===== src/rtl/reg_file_sb.sv =====
// reg_file_sb: 32 x 32-bit general-purpose register file with a per-register
// pending-write scoreboard for an in-order issue stage.
//
// Ports
//   clk               core clock, all state updates on the rising edge
//   rst               asynchronous active-low reset
//   issue_en          ID requests to issue an instruction this cycle
//   read_en_1/2       source operand read enables
//   read_addr_1/2     source register addresses
//   issue_write_en    issuing instruction writes a GPR
//   issue_write_addr  destination GPR of the issuing instruction
//   wb_en             writeback valid
//   wb_addr           writeback destination GPR
//   wb_data           writeback value
//   read_data_1/2     combinational operand values (writeback bypassed)
//   stall             ID must hold; the issue is not accepted this cycle
//   sb_error          sticky flag: writeback arrived for a GPR with nothing pending
module reg_file_sb (
   input  logic        clk,
   input  logic        rst,
   input  logic        issue_en,
   input  logic        read_en_1,
   input  logic        read_en_2,
   input  logic [4:0]  read_addr_1,
   input  logic [4:0]  read_addr_2,
   input  logic        issue_write_en,
   input  logic [4:0]  issue_write_addr,
   input  logic        wb_en,
   input  logic [4:0]  wb_addr,
   input  logic [31:0] wb_data,
   output logic [31:0] read_data_1,
   output logic [31:0] read_data_2,
   output logic        stall,
   output logic        sb_error
);

   logic [31:0] r_gpr  [32];
   logic [1:0]  r_pend [32];
   logic        r_sb_error;

   logic        w_haz_1;
   logic        w_haz_2;
   logic        w_haz_d;
   logic        w_accept;
   logic [31:0] w_inc;
   logic [31:0] w_dec;

   // Operand reads with write-through bypass of the same-cycle writeback.
   always_comb begin
      read_data_1 = '0;
      if (read_en_1 && read_addr_1 != '0) begin
         if (wb_en && wb_addr == read_addr_1) read_data_1 = wb_data;
         else                                 read_data_1 = r_gpr[read_addr_1];
      end
   end

   always_comb begin
      read_data_2 = '0;
      if (read_en_2 && read_addr_2 != '0) begin
         if (wb_en && wb_addr == read_addr_2) read_data_2 = wb_data;
         else                                 read_data_2 = r_gpr[read_addr_2];
      end
   end

   // A source is only rescued by the bypass when the arriving writeback is the
   // last outstanding one; older writebacks would hand over a stale value.
   always_comb begin
      w_haz_1 = read_en_1 && read_addr_1 != '0 && r_pend[read_addr_1] != 2'd0 &&
                !(r_pend[read_addr_1] == 2'd1 && wb_en && wb_addr == read_addr_1);
      w_haz_2 = read_en_2 && read_addr_2 != '0 && r_pend[read_addr_2] != 2'd0 &&
                !(r_pend[read_addr_2] == 2'd1 && wb_en && wb_addr == read_addr_2);
      // Counter is saturated; accept only if a writeback frees a slot this cycle.
      w_haz_d = issue_write_en && issue_write_addr != '0 &&
                r_pend[issue_write_addr] == 2'd3 &&
                !(wb_en && wb_addr == issue_write_addr);
      stall    = issue_en && (w_haz_1 || w_haz_2 || w_haz_d);
      w_accept = issue_en && !stall;
   end

   always_comb begin
      w_inc = '0;
      w_dec = '0;
      if (w_accept && issue_write_en && issue_write_addr != '0)
         w_inc[issue_write_addr] = 1'b1;
      if (wb_en && wb_addr != '0)
         w_dec[wb_addr] = 1'b1;
   end

   always_ff @(posedge clk or negedge rst) begin
      if (!rst) begin
         for (int unsigned i = 0; i < 32; i++) begin
            r_gpr[i]  <= '0;
            r_pend[i] <= '0;
         end
         r_sb_error <= 1'b0;
      end else begin
         if (wb_en && wb_addr != '0) begin
            r_gpr[wb_addr] <= wb_data;
            if (r_pend[wb_addr] == 2'd0) r_sb_error <= 1'b1;
         end
         // Simultaneous issue and writeback on one GPR cancel out; a writeback
         // with nothing pending leaves the counter at zero.
         for (int unsigned i = 0; i < 32; i++) begin
            if (w_inc[i] && !w_dec[i])
               r_pend[i] <= r_pend[i] + 2'd1;
            else if (w_dec[i] && !w_inc[i] && r_pend[i] != 2'd0)
               r_pend[i] <= r_pend[i] - 2'd1;
         end
      end
   end

   assign sb_error = r_sb_error;

endmodule


===== config.mk =====
export PLATFORM = sky130hd
export DESIGN_NAME = reg_file_sb
export DESIGN_NICKNAME = d
export VERILOG_FILES = /design/src/rtl/reg_file_sb.sv
export SDC_FILE = /design/constraint.sdc
export NUM_CORES = 2
export LEC_CHECK = 0
export BUFFER_PORTS_ARGS = -buffer_cell sky130_fd_sc_hd__buf_2
export CAP_MARGIN = 20
export CORE_ASPECT_RATIO = 1.25
export CORE_UTILIZATION = 60
export CTS_CLUSTER_DIAMETER = 120
export DETAILED_ROUTE_END_ITERATION = 7
export PLACE_DENSITY_LB_ADDON = 0.12
export SKIP_CTS_REPAIR_TIMING = 1
export SYNTH_ARGS = -nofsm -noshare
export SYNTH_HDL_FRONTEND = slang
export SYNTH_SLANG_ARGS = --single-unit

===== constraint.sdc =====
create_clock -name clk -period 3.8 [get_ports clk]
set_input_delay 0.57 -clock clk [delete_from_list [all_inputs] [get_ports clk]]
set_output_delay 0.57 -clock clk [all_outputs]
set_load 0.1 [all_outputs]

* Word-level counts from Yosys, hierarchy flattened
Cells that the tools add are included.
** Storage, ports and cells
- Logic and storage cells :: 505
- Output and inout port bits :: 66
- Register bits after elaboration :: 1089
- Bits of input ports :: 59
** Operators by class
- Muxes and demuxes :: 95
- Bitwise operators :: 4
- $lt $le $gt $ge :: 9
- Equality and inequality tests :: 6
- Reductions and logical operators :: 262
- $add $sub $neg :: 64
** Operators with widths (count)
- 1024-bit bitwise mux :: 1
- 32-bit 2-to-1 mux :: 11
- 32-bit binary-select mux with 5-bit select :: 2
- 32-bit demux with 5-bit select :: 1
- 2-bit 2-to-1 mux :: 72
- 2-bit nonzero test :: 66
- 1-bit logical AND :: 120
- 1-bit logical NOT :: 68
- 2-bit by 1-bit adder with 2-bit output, second input constant :: 32
- 2-bit by 1-bit subtractor with 2-bit output, second input constant :: 32
- 2-bit binary-select mux with 5-bit select :: 4
- 6-bit >= comparator, second input constant :: 4
- 5-bit inverter with 6-bit output :: 4
- 5-bit nonzero test :: 4
- 5-bit equality test :: 3
- 5-bit by 6-bit less-than comparator with 1-bit output, second input constant :: 2
- 1-bit demux with 5-bit select :: 2
- 5-bit by 1-bit >= comparator with 1-bit output, second input constant :: 2
- 6-bit by 1-bit less-than comparator with 1-bit output, second input constant :: 1
- 2-bit by 1-bit equality test with 1-bit output, second input constant :: 2
- 2-bit equality test, second input constant :: 1
- 2-bit logical NOT :: 1
- 1-bit logical OR :: 2
- 1-bit 2-to-1 mux :: 2
- 2-bit AND reduction :: 1

* Longest topological paths before layout
- Depth in word-level cells :: 22
- Depth in mapped cells :: 13
- Mapped depth without buffers :: 8

* Worst setup path after synthesis
Ideal clock, no wire load.
- Kind :: input to output
- Start point :: input port read_addr_2[1]
- End point :: output port read_data_2[6]
- Buffers on the path :: 5
- Arrival time :: 4.706 ns
- Required time :: 3.230 ns
- Slack :: -1.476 ns
- Cell stages on the path :: 9
- Cells stage by stage :: buf_2 -> buf_2 -> clkbuf_1 -> clkbuf_1 -> clkbuf_1 -> mux4_2 -> a221o_1 -> mux2i_1 -> a211oi_1
** Between the ends
- Cells in the longest elaborated chain, start to end :: 6
- Elaborated cells between the ends (all ways) :: 10
- Those cells by class :: 1 x eq/ne; 5 x mux; 1 x bitwise; 3 x reduce/logical
** Ends and longest elaborated chain
- from (decl) :: line 25 : input logic [4:0] read_addr_2,
- 5-bit inverter with 6-bit output (implied by the code) :: line 61 : else read_data_2 = r_gpr[read_addr_2];
- 32-bit binary-select mux with 5-bit select :: line 61
- 32-bit 2-to-1 mux (implied by the code) (2 in a row) :: line 61
- 32-bit 2-to-1 mux :: line 60 : if (wb_en && wb_addr == read_addr_2) read_data_2 = wb_data;
- 32-bit 2-to-1 mux * :: line 59 : if (read_en_2 && read_addr_2 != '0) begin
- to (decl) :: line 32 : output logic [31:0] read_data_2,
Every way passes the cells marked *; elsewhere a longest branch is shown, timed or not. The select of a mux whose other input is x is not followed.

* Worst setup path in the final report
- Start point :: input port read_addr_1[2]
- End point :: output port read_data_1[6]
** Between the ends
- Cells in the longest elaborated chain, start to end :: 6
- Elaborated cells between the ends (all ways) :: 10
- Those cells by class :: 1 x eq/ne; 5 x mux; 1 x bitwise; 3 x reduce/logical
** Ends and longest elaborated chain
- from (decl) :: line 24 : input logic [4:0] read_addr_1,
- 5-bit inverter with 6-bit output (implied by the code) :: line 53 : else read_data_1 = r_gpr[read_addr_1];
- 32-bit binary-select mux with 5-bit select :: line 53
- 32-bit 2-to-1 mux (implied by the code) (2 in a row) :: line 53
- 32-bit 2-to-1 mux :: line 52 : if (wb_en && wb_addr == read_addr_1) read_data_1 = wb_data;
- 32-bit 2-to-1 mux * :: line 51 : if (read_en_1 && read_addr_1 != '0) begin
- to (decl) :: line 31 : output logic [31:0] read_data_1,
Marks and branches as above.

==> impl_metrics.env <==
export IMPL_routed_via_density=7.150
export IMPL_p_per_area_nw_per_um2=504.4
export IMPL_r2r_start="r_pend[22]$_DFFE_PN0P_"
export IMPL_cp_arrival_ns=3.21
export IMPL_insertion_delay_ns=0.74
export IMPL_die_w_um=287.8
export IMPL_stdcell_count=6612
export IMPL_finalCritPeriodShare_pct=99.59
export IMPL_grt_pass1_vias=47530
export IMPL_hold_viol_final=0
export IMPL_start_util_pct=60.76
export IMPL_final_common_cell="nand2_1"
export IMPL_area_delta_synth_final_pct=14.46
export IMPL_dp_cells=6391
export IMPL_max_freq_mhz=264.2
export IMPL_rows=130
export IMPL_multi_input_area_um2=32670
export IMPL_critical_path_class="input pin to output pin"
export IMPL_synthDistinctLibCells=67
export IMPL_nFillCells=7178
export IMPL_slowest_stage="nor4_1"
export IMPL_hold_path_end="r_gpr[107]$_DFFE_PN0P_"
export IMPL_cts_sinks=1089
export IMPL_use_met3_pct=11.47
export IMPL_hpwl_mm=131.9
export IMPL_fin_setup_tns_ns=0
export IMPL_final_cell_mix="1154 x nand2_1, 1089 x dfrtp_1, 705 x mux2_2"
export IMPL_fin_crit_ns=3.784
export IMPL_syn_inst=5182
export IMPL_status="finished, violations left"
export IMPL_die_h_um=359.3
export IMPL_finClkSkew_ns=0.02889
export IMPL_post_drt_wl_per_cell_um=32.80
export IMPL_cap_violations=0
export IMPL_startpoint_type="input pin"
export IMPL_power_clock_fraction_pct=32.8
export IMPL_path_max_fanout=37
export IMPL_drc=48
export IMPL_cts_path_max_buffers=3
export IMPL_slew_violations=0
export IMPL_synth_avg_cell_area_um2=11.82
export IMPL_crit_top_cell="buf_4"
export IMPL_cp_required_ns=3.23
export IMPL_cts_root_buffer="clkbuf_16"
export IMPL_num_vias=47280
export IMPL_end_kind="output pin"
export IMPL_failed_checks="design-rule violations"
export IMPL_ys_dominant_reg_cell="dfrtp_1"
export IMPL_numCtsBuffers=114
export IMPL_dpl_instance_area_um2=66150
export IMPL_h_tree_depth=3
export IMPL_clk_pin_slew_ns=0.06
export IMPL_first_iter_violations=6042
export IMPL_core_area_um2=100800
export IMPL_p_sw_share_pct=30.13
export IMPL_syn_nets=5241
export IMPL_ys_top_cells_by_area="dfrtp_1 44%, mux4_2 18%, mux2_2 13%, nand2_1 7.2%, mux2i_1 4.2%"
export IMPL_slowest_delay_ns=0.33
export IMPL_leakage_uw=0.03152
export IMPL_ys_seq_area_share_pct=44.48
export IMPL_seqCellArea_um2=27250
export IMPL_power_net_switching_uw=10660
export IMPL_reg2reg_depth=10
export IMPL_met2_usage_pct=63.68
export IMPL_synth_edf_count=0
export IMPL_rsz0062_at_grt="false"
export IMPL_ys_ff_latch=1089
export IMPL_cts_tree="yes"
export IMPL_grt_overflow_total=0
export IMPL_setup_viol=0
export IMPL_tightest_slew_ns=0.9299
export IMPL_grt_busiest_layer="met2"
export IMPL_synthArstFlopShare_pct=100.0
export IMPL_slew_headroom_pct=37.22
export IMPL_synth_top_area_share_pct=44.48
export IMPL_design_area_um2=70130
export IMPL_io_pins=125
export IMPL_dp_slack_ns=-0.4923
export IMPL_routed_wl_mm=216.9
export IMPL_grtUsageTotal_pct=42.66
export IMPL_peakVddDrop_mv=0.4155
export IMPL_dr_pass1_iters=7
export IMPL_synth_area_leader_cell="dfrtp_1"
export IMPL_cp_cell_sequence="buf_4 > buf_12 > xor2_1 > nor4_1 > buf_4 > and3_2 > buf_12 > a211oi_1 > a21oi_1 > buf_4 > nor2_4 > buf_2"
export IMPL_grt_pass1_wl_mm=319.3
export IMPL_hp_class="input pin to flop"
export IMPL_setup_ws_ns=0.01557
export IMPL_gp_congestion=0.9681
export IMPL_drive_above_1_share_pct=36.94
export IMPL_syn_area_um2=61270
export IMPL_grt_max_degree=112
export IMPL_seq_power_share_pct=43.9
export IMPL_power_frac_comb_pct=23.3
export IMPL_r2r_end="r_pend[28]$_DFFE_PN0P_"
export IMPL_hold_depth=3
export IMPL_finalNetCount=5251
export IMPL_worstHoldStart="wb_data[11]"
export IMPL_ys_warn_count=0
export IMPL_r2r_setup_slack_ns=0.54
export IMPL_ant_nets=0
export IMPL_gr_usage_met1_pct=56.01
export IMPL_antenna_found_initial=9
export IMPL_internal_power_uw=24720
export IMPL_io_buffers=124
export IMPL_dieArea_um2=103400
cell usage after synthesis (all sizes together) (11+ instances only):
cell type  instances
a211o             29
a211oi            75
a21oi            103
a221o             14
a221oi            48
a31oi             15
and3              15
buf              123
clkbuf           417
dfrtp           1089
inv               23
mux2             705
mux2i            255
mux4             479
nand2           1176
nand2b            57
nand3             30
nand4             22
nor2             123
nor2b             11
nor3              46
o211ai            54
o21ai             40
o221ai            77
o22ai             35
or3               11
xor2              14
worst max-delay path, delay by kind of cell:
family / cells / cell delay [ns]
buffers and inverters: 6 / 1.37
AND/OR/NAND/NOR: 3 / 0.60
AO/OA/AOI/OAI: 2 / 0.41
XOR/XNOR: 1 / 0.18
cells by family after synthesis:
kind of cell / Yosys count / synth area share, %
and+or+nand+nor: 1533 / 10.34
muxes: 1439 / 34.73
DFF: 1089 / 44.48
buffers and inverters: 564 / 3.765
AOI/OAI and AO/OA: 537 / 6.408
xor gates and xnor gates: 20 / 0.2859
metrics by stage:
step	utilization (%)	total power [uW]	hold WS [ns]
2_1_floorplan	-	21070	0.2744
3_5_place_dp	65.59	23730	0.3859
5_1_grt	69.54	36620	0.1584
4_1_cts	69.40	35250	-0.1003
3_3_place_gp	65.59	23370	0.3797
6_report	69.54	35370	0.1282
sequential cells by signal, summed over array words and instances, names as in the netlist:
register / count
sb_error: 1
r_pend: 64
r_gpr: 1024
power groups by stage:
stage | clock [uW] | combinational, uW | sequential, uW
after detailed placement | 0 | 8120 | 15600
after global routing | 12100 | 8760 | 15700
final | 11600 | 8240 | 15500
after global placement | 0 | 7910 | 15500
after CTS | 11700 | 8160 | 15400
after floorplan | 0 | 6120 | 14900
how the worst max path moves through the flow:
stage                   startpoint  slack [ns]  cells after the start         endpoint
floorplan           read_addr_2[0]       0.004                     12  read_data_2[25]
global placement    read_addr_2[0]       -0.46                     10   read_data_2[1]
detailed placement  read_addr_2[0]       -0.49                     10   read_data_2[1]
CTS                 read_addr_2[0]       -0.49                     10   read_data_2[1]
global route        read_addr_1[0]      0.0008                      9  read_data_1[28]
finish              read_addr_1[2]        0.02                     12   read_data_1[6]
per-layer routing:
metal | routed length (um) | part of all wire [%] | vias to the layer above
met4 | 15220 | 7.0 | 6
met5 | 39 | 0.018 | -
met3 | 25090 | 12 | 806
met1 | 78030 | 36 | 24330
met2 | 98490 | 45 | 3130
li1 | - | - | 19010
final cells by class:
type | count | area share [%]
clock inverters | 44 | 0.7600
diodes | 5 | 0.01784
inverters | 24 | 0.1285
well taps | 1320 | 2.355
flip-flops and latches | 1089 | 38.86
multi-input cells | 3529 | 46.58
repair buffers | 434 | 6.587
clock buffers | 167 | 4.712
(Power assumes the default switching activity.)
